$ cat src/rtl/rd_delay_mem_pkg.sv
// Shared types for the delayed-read memory: FSM state and the read-pipeline
// record carried from the array read to rd_served.
package rd_delay_mem_pkg;

  typedef enum logic {INIT, RUN} state_t;

  localparam int MAX_DELAY  = 15;
  localparam int MAX_DATA_W = 32;

  // data is sized for the widest supported DATA_W; narrower users zero the top
  typedef struct packed {
    logic                  valid;
    logic                  err;
    logic [MAX_DATA_W-1:0] data;
  } rd_pipe_t;

endpackage

$ cat src/rtl/rd_delay_mem_p_pipe.sv
// Shift register that delays a read response by DELAY cycles; DELAY=0 is a
// pass-through. Only valid/err are reset so a flush drops in-flight reads.
module rd_delay_pipe
  import rd_delay_mem_pkg::*;
#(
  parameter int DATA_W = 8,
  parameter int DELAY  = 0
) (
  input  logic     clk,
  input  logic     rst,
  input  rd_pipe_t in_s,
  output rd_pipe_t out_s
);

  localparam logic [MAX_DATA_W-1:0] DATA_MASK = MAX_DATA_W'((64'd1 << DATA_W) - 64'd1);

  rd_pipe_t in_m;

  always_comb begin
    in_m      = in_s;
    in_m.data = in_s.data & DATA_MASK;
  end

  if (DELAY == 0) begin : g_pass
    logic unused_clk_rst;
    assign unused_clk_rst = clk ^ rst;
    assign out_s = in_m;
  end else begin : g_pipe
    rd_pipe_t stage_d [DELAY];
    rd_pipe_t stage_q [DELAY];

    always_comb begin
      stage_d[0] = in_m;
      for (int i = 1; i < DELAY; i++) stage_d[i] = stage_q[i-1];
    end

    always_ff @(posedge clk) begin
      for (int i = 0; i < DELAY; i++) begin
        stage_q[i].data <= stage_d[i].data;
        if (rst) begin
          stage_q[i].valid <= 1'b0;
          stage_q[i].err   <= 1'b0;
        end else begin
          stage_q[i].valid <= stage_d[i].valid;
          stage_q[i].err   <= stage_d[i].err;
        end
      end
    end

    assign out_s = stage_q[DELAY-1];
  end

endmodule

$ cat src/rtl/rd_delay_mem_p.sv
// Single-clock memory with write/read request ports, a programmable read
// latency, out-of-range flags and optional zero-fill after reset.
module rd_delay_mem_p
  import rd_delay_mem_pkg::*;
#(
  parameter int ADDR_W          = 4,
  parameter int DATA_W          = 8,
  parameter int DEPTH           = 16,
  parameter int ADDR2READ_DELAY = 0,
  parameter int WRITE_FIRST     = 1,
  parameter int INIT_ZERO       = 1
) (
  input  logic              clk,
  input  logic              rst,
  input  logic              write,
  input  logic              read,
  input  logic [ADDR_W-1:0] addr,
  input  logic [DATA_W-1:0] wdata,
  output logic              ready,
  output logic              wr_valid,
  output logic              wr_err,
  output logic              rd_served,
  output logic [DATA_W-1:0] rdata,
  output logic              rd_err
);

  localparam int IDX_W      = (DEPTH > 1) ? $clog2(DEPTH) : 1;
  localparam int PIPE_DELAY = (ADDR2READ_DELAY > MAX_DELAY) ? MAX_DELAY : ADDR2READ_DELAY;

  logic [DATA_W-1:0] mem_q [DEPTH];

  state_t            state_q, state_d;
  logic [IDX_W-1:0]  fill_q, fill_d;
  logic              ready_q, ready_d;
  logic              wr_valid_q, wr_valid_d;
  logic              wr_err_q, wr_err_d;
  logic              fill_we, in_range, wr_acc, rd_acc;
  logic [IDX_W-1:0]  idx;
  logic [DATA_W-1:0] rd_word;
  rd_pipe_t          rd_p0_d, rd_p0_q, rd_out;

  assign ready    = ready_q & ~rst;
  assign in_range = (32'(addr) < 32'(DEPTH));
  assign idx      = addr[IDX_W-1:0];

  always_comb begin
    state_d = state_q;
    fill_d  = fill_q;
    fill_we = 1'b0;
    if (state_q == INIT) begin
      fill_we = 1'b1;
      fill_d  = fill_q + 1'b1;
      if (fill_q == IDX_W'(DEPTH - 1)) begin
        state_d = RUN;
        fill_d  = '0;
      end
    end
    ready_d = (state_d == RUN);

    wr_acc     = write & ready;
    rd_acc     = read & ready;
    wr_valid_d = wr_acc & in_range;
    wr_err_d   = wr_acc & ~in_range;

    // write and read share addr, so any accepted write collides with the read
    rd_word = mem_q[idx];
    if (WRITE_FIRST != 0 && wr_acc) rd_word = wdata;

    rd_p0_d       = '0;
    rd_p0_d.valid = rd_acc;
    rd_p0_d.err   = rd_acc & ~in_range;
    if (rd_acc && in_range) rd_p0_d.data[DATA_W-1:0] = rd_word;
  end

  always_ff @(posedge clk) begin
    if (rst) begin
      state_q       <= (INIT_ZERO != 0) ? INIT : RUN;
      fill_q        <= '0;
      ready_q       <= 1'b0;
      wr_valid_q    <= 1'b0;
      wr_err_q      <= 1'b0;
      rd_p0_q.valid <= 1'b0;
      rd_p0_q.err   <= 1'b0;
    end else begin
      state_q       <= state_d;
      fill_q        <= fill_d;
      ready_q       <= ready_d;
      wr_valid_q    <= wr_valid_d;
      wr_err_q      <= wr_err_d;
      rd_p0_q.valid <= rd_p0_d.valid;
      rd_p0_q.err   <= rd_p0_d.err;
    end
    rd_p0_q.data <= rd_p0_d.data;
  end

  always_ff @(posedge clk) begin
    if (fill_we && !rst) mem_q[fill_q] <= '0;
    else if (wr_acc && in_range) mem_q[idx] <= wdata;
  end

  // p0 stage above supplies the one mandatory cycle; the pipe adds the rest
  rd_delay_pipe #(
    .DATA_W (DATA_W),
    .DELAY  (PIPE_DELAY)
  ) u_pipe (
    .clk   (clk),
    .rst   (rst),
    .in_s  (rd_p0_q),
    .out_s (rd_out)
  );

  logic unused_rd_hi;
  assign unused_rd_hi = ^rd_out.data;

  assign wr_valid  = wr_valid_q;
  assign wr_err    = wr_err_q;
  assign rd_served = rd_out.valid;
  assign rd_err    = rd_out.valid & rd_out.err;
  assign rdata     = (rd_out.valid && !rd_out.err) ? rd_out.data[DATA_W-1:0] : '0;

endmodule

$ cat config.mk
export PLATFORM = sky130hd
export DESIGN_NAME = rd_delay_mem_p
export DESIGN_NICKNAME = d
export VERILOG_FILES = /design/src/rtl/rd_delay_mem_pkg.sv /design/src/rtl/rd_delay_mem_p_pipe.sv /design/src/rtl/rd_delay_mem_p.sv
export SDC_FILE = /design/constraint.sdc
export NUM_CORES = 1
export LEC_CHECK = 0
export BUFFER_PORTS_ARGS = -buffer_cell sky130_fd_sc_hd__buf_2
export CAP_MARGIN = 20
export CORE_MARGIN = 2
export CORE_UTILIZATION = 60
export DETAILED_ROUTE_END_ITERATION = 8
export GPL_TIMING_DRIVEN = 0
export PLACE_DENSITY = 0.83
export RECOVER_POWER = 25
export SLEW_MARGIN = 20
export SYNTH_ARGS = -nofsm -noshare
export SYNTH_HDL_FRONTEND = slang
export SYNTH_SLANG_ARGS = --single-unit
$ cat constraint.sdc
create_clock -name clk -period 2.6 [get_ports clk]
set_clock_uncertainty 0.1 [all_clocks]
set_input_delay 0.13 -clock clk [delete_from_list [all_inputs] [get_ports clk]]
set_output_delay 0.13 -clock clk [all_outputs]
set_load 0.02 [all_outputs]
# --- After elaboration in Yosys (flattened, before gate mapping) ---
# Memory sizes are Yosys's and may differ from the RTL's. A register that Yosys moved wholly into a read port is not among the register bits.
# Cells that the tools add are included.
# W data, S select, Z words.
classes:
  n_addsub: 1
  eq_ne: 1
  mux: 13
  n_bitwise: 5
  reduce_logical: 6
ops:
  columns: ["operator", "count"]
  rows:
  - ["$mux W8", 2]
  - ["$mux W1", 9]
  - ["$mux W4", 2]
  - ["$reduce_or A8 Y1", 1]
  - ["$add A4 B1 Y4 const B", 1]
  - ["$and A1 B1 Y1", 4]
  - ["$eq A4 B4 Y1 const B", 1]
  - ["$logic_not A1 Y1", 3]
  - ["$logic_and A1 B1 Y1", 2]
  - ["$not A1 Y1", 1]
totals:
  regBits: 8
  ramBits: 128
  input_bits: 16
  out_inout_bits: 13
  n_memories: 1
mem_list:
  columns: ["memory", "depth", "word_bits", "rd", "rd_clocked_by_memory_dff", "write_ports", "line", "source"]
  rows:
  - ["mem_q", 16, 8, 1, 1, 1, "rd_delay_mem_p.sv:30", "logic [DATA_W-1:0] mem_q [DEPTH];"]

# --- Depth between registers and ports, before layout ---
depth:
  word_depth: 8
  depth_mapped: 7

# --- By module ---
# Synthesis repeated with hierarchy kept, for this count alone.
unflattened:
  hier_cells: 338
  area_unflattened_um2: 5969.5
modules_own_cells:
  columns: ["module", "instances", "cells_each", "area_each_um2"]
  rows:
  - ["rd_delay_mem_p", 1, 303, 5710.5]
  - ["rd_delay_pipe", 1, 35, 259.0]

# --- Worst setup path after synthesis ---
# Ideal clock, no wire load.
synth_timing:
  path_type: "register to register"
  from: "register ready_q"
  to: "memory mem_q[0][0], enable pin"
  setup_time_ns: 0.370
  t_arrival_ns: 1.390
  path_slack_ns: 0.739
  path_stages_with_launch: 7
  path_buffers: 2
  period_less_slack_ns: 1.861
  cell_sequence: "dfxtp_1 and3b_1 buf_2 buf_4 nor3_1 a31oi_1 nor2_1"
synth_via:
  elab_chain_len: 7
  word_cells_on_any_way: 12
  cone_classes: "mux (8); bitwise (2); reduce/logical (2)"
synth_lines:
  columns: ["item", "line", "source"]
  rows:
  - ["start, declared", "rd_delay_mem_p.sv:34", "logic ready_q, ready_d;"]
  - ["start signal, assigned", "rd_delay_mem_p.sv:87", "ready_q <= ready_d;"]
  - ["$and A1 B1 Y1", "rd_delay_mem_p.sv:42", "assign ready = ready_q & ~rst;"]
  - ["$and A1 B1 Y1", "rd_delay_mem_p.sv:60", "wr_acc = write & ready;"]
  - ["$mux W1", "rd_delay_mem_p.sv:98", "else if (wr_acc && in_range) mem_q[idx] <= wdata;"]
  - ["$mux W1", "rd_delay_mem_p.sv:97", "if (fill_we && !rst) mem_q[fill_q] <= '0;"]
  - ["$mux W1 (implied by the code)", "rd_delay_mem_p.sv:98", null]
  - ["$reduce_or A8 Y1 (no line)", null, null]
  - ["$mux W4 (no line) or $mux W1 (tied branches)", null, null]
  - ["end, declared", "rd_delay_mem_p.sv:30", null]
# Parallel ways exist; a longest one is shown, timed or not.

# --- Final worst setup path ---
layout_timing:
  from: "register ready_q"
  to: "memory mem_q[8][2], enable pin"
# Same word-level chain as after synthesis.

==> reports/qor.yml <==
outcome: "complete, no violations"
grt_pass1_vias: 3084
worst_ep_required_time_ns: 2.65
p_int_w: 0.00436
synth_edf_count: 128
yosys_warnings: 0
num_antenna_cells: 0
clock_latency_ns: 0.52
syn_area_um2: 5710
hold_viol: 0
ys_types: 35
crit_arrival_ns: 2.46
start_util_pct: 61.7
nNetsFinal: 362
grt_pass1_wl_mm: 18.5
maxCapViolations: 0
drv_slew: 0
multiInputGateArea_um2: 1430
synth_top_flop_cell: "edfxtp_1"
pwr-share-comb_pct: 3.7
cts_inserted_buffers: 17
slew-limit-headroom_pct: 34.4
vdd_drop_max_mv: 0.550
drcViolationCount: 0
max_freq_ghz: 0.415
die_x_um: 102
nFillCells: 537
drive_gt1_share_pct: 25.4
h-tree-depth: 4
seq_power_share_pct: 46.1
regArea_um2: 4140
syn_to_final_growth_pct: 16.5
synth_top_cell_by_area: "edfxtp_1"
dieArea_um2: 10300
power.share.clock_pct: 50.2
synth_seq_area_share_pct: 72.6
ys_top_cells_by_count: "128 x edfxtp_1, 31 x mux4_2, 22 x nor2_1"
numPortBuffers: 22
vias_per_cell: 6.40
wl_mm: 12.3
netlist_instances: 302
worstMarginPinSlew_ns: 0.983
finalSetupViolations: 0
postCtsSetupRepairBufs: 0
path_max_fanout: 10
avgSynthCellArea_um2: 18.9
cts_tree: "built"
hpwl_mm: 7.36
leakage_nw: 2.48
rows: 35
clk_pin_slew_ns: 0.06
fp.coreArea_um2: 9240
clock-sinks: 143
ioPinCount: 29
chipHeight_um: 102
antenna_found_initial: 0
synthTopCellsByArea: "edfxtp_1 67%, mux4_2 12%, dfxtp_1 5.3%, mux2i_1 3.2%, and2_1 1.8%"
cts_buffer_depth: 2
wl_per_cell_um: 25.2
rsz0062_at_grt: "false"
cts_resized: 0
p_sw_share_pct: 20.0
stdcell_area_um2: 6650
hold_path.class: "input pin to flip-flop"
cts_hold_buf: 1
num_vias: 3117
ys_ff_latch: 143
track_usage_pct: 26.2
first_pass_iters: 5
drt_iter0_drc: 402
path_class: "flip-flop to flip-flop"
gr-total-overflow: 0
placement.cell_area_um2: 5980
pwr_density_cell_nw_per_um2: 819
clockRootBuffer: "clkbuf_8"
synth_top_area_share_pct: 67.4
cp-end-kind: "flip-flop"
cp-start-kind: "flip-flop"
timing.final.crit_share_pct: 92.6
ant_nets: 0
setup_tns_ns: 0
period_minus_slack_ns: 2.41
grt_max_degree: 18
place_congestion: 0.793
p_sw_w: 0.00109
async_flop_share_pct: 0
yosysMostFrequentCell: "edfxtp_1"
==> per-stage QoR <==
step	utilization [%]	hold slack (ns)	worst slack, ns	instances	total power (W)
4_1_cts	72.1	0.0268	0.180	487	0.00545
5_1_grt	71.9	0.140	0.00303	487	0.00558
2_1_floorplan	-	0.279	0.739	303	0.00270
3_5_place_dp	64.7	0.331	0.241	454	0.00275
6_report	71.9	0.122	0.191	487	0.00545
3_3_place_gp	64.7	0.306	0.308	454	0.00274
==> state kept, by name (all words and copies together), names as in the netlist <==
name / count
rd_p0_q: 9
ready_q: 1
mem_q: 128
wr_valid: 1
fill_q: 4
==> worst max-delay path: stages (launching register included) <==
cell and delay [ns]:
dfxtp_1 0.35, clkbuf_1 0.34, nand3_1 0.12, a21oi_1 0.27, nand2_1 0.16, nor2_1 0.69
==> cells in the final DEF, fill, tap and decap left out, types with 3 or more instances in the layout <==
| cell type | count |
|---|---|
| nand2_1 | 6 |
| mux2i_1 | 18 |
| bufinv_16 | 6 |
| buf_2 | 20 |
| clkinvlp_4 | 3 |
| o22ai_1 | 8 |
| a21oi_1 | 5 |
| clkbuf_1 | 12 |
| mux4_2 | 31 |
| and2_1 | 13 |
| and2_0 | 3 |
| a21o_1 | 8 |
| a31oi_1 | 5 |
| inv_6 | 3 |
| nor2_1 | 22 |
| buf_4 | 3 |
| edfxtp_1 | 128 |
| clkbuf_16 | 16 |
| dfxtp_1 | 15 |
==> worst paths after layout <==
check / startpoint / to / slack (ns) / depth (start not counted)
worst max-delay path: ready_q / mem_q[8][2] / 0.19 / 5
worst min-delay path: addr[2] / rd_p0_q[7] / 0.12 / 4
worst max register to register: ready_q / mem_q[8][2] / 0.19 / 5
worst min register to register: fill_q[3] / fill_q[3] / 0.49 / 2
==> power by group through the flow <==
| stage | Sequential, W | Combinational [W] | Clock, W |
|---|---|---|---|
| 4_1_cts | 0.00251 | 0.000200 | 0.00274 |
| 3_3_place_gp | 0.00256 | 0.000187 | 0 |
| 5_1_grt | 0.00251 | 0.000210 | 0.00285 |
| 6_report | 0.00251 | 0.000200 | 0.00273 |
| 2_1_floorplan | 0.00255 | 0.000142 | 0 |
| 3_5_place_dp | 0.00256 | 0.000194 | 0 |
==> cells by family (layout without fill, tap and decap cells) <==
family,Yosys count,in the layout,synth area share (%)
fa+ha+maj,1,1,0.219
buf+inv,19,74,2.39
simple gates,58,58,5.33
xor+xnor,1,1,0.154
mux,51,51,16.1
other cells,1,2,0.0657
compound gates,28,28,3.16
flops,143,143,72.6
==> routing by layer <==
layer	track usage (%)	part of all wire, %	wire, um	vias to the layer above
met3	6.35	8.4	1030	37
met1	35.5	38	4630	1570
met2	42.3	51	6230	221
met4	9.67	2.9	359	0
li1	-	-	-	1289
met5	0	0	0	-
==> layout make-up <==
type | count | area share (%)
clock buffer | 17 | 6.23
tap | 129 | 2.43
multi-input combinational | 141 | 21.4
inverter | 2 | 0.113
sequential | 143 | 62.4
timing repair buffer | 23 | 1.62
buffer | 17 | 1.92
clock inverter | 15 | 3.88
No activity file was read; power rests on OpenSTA's default activity.
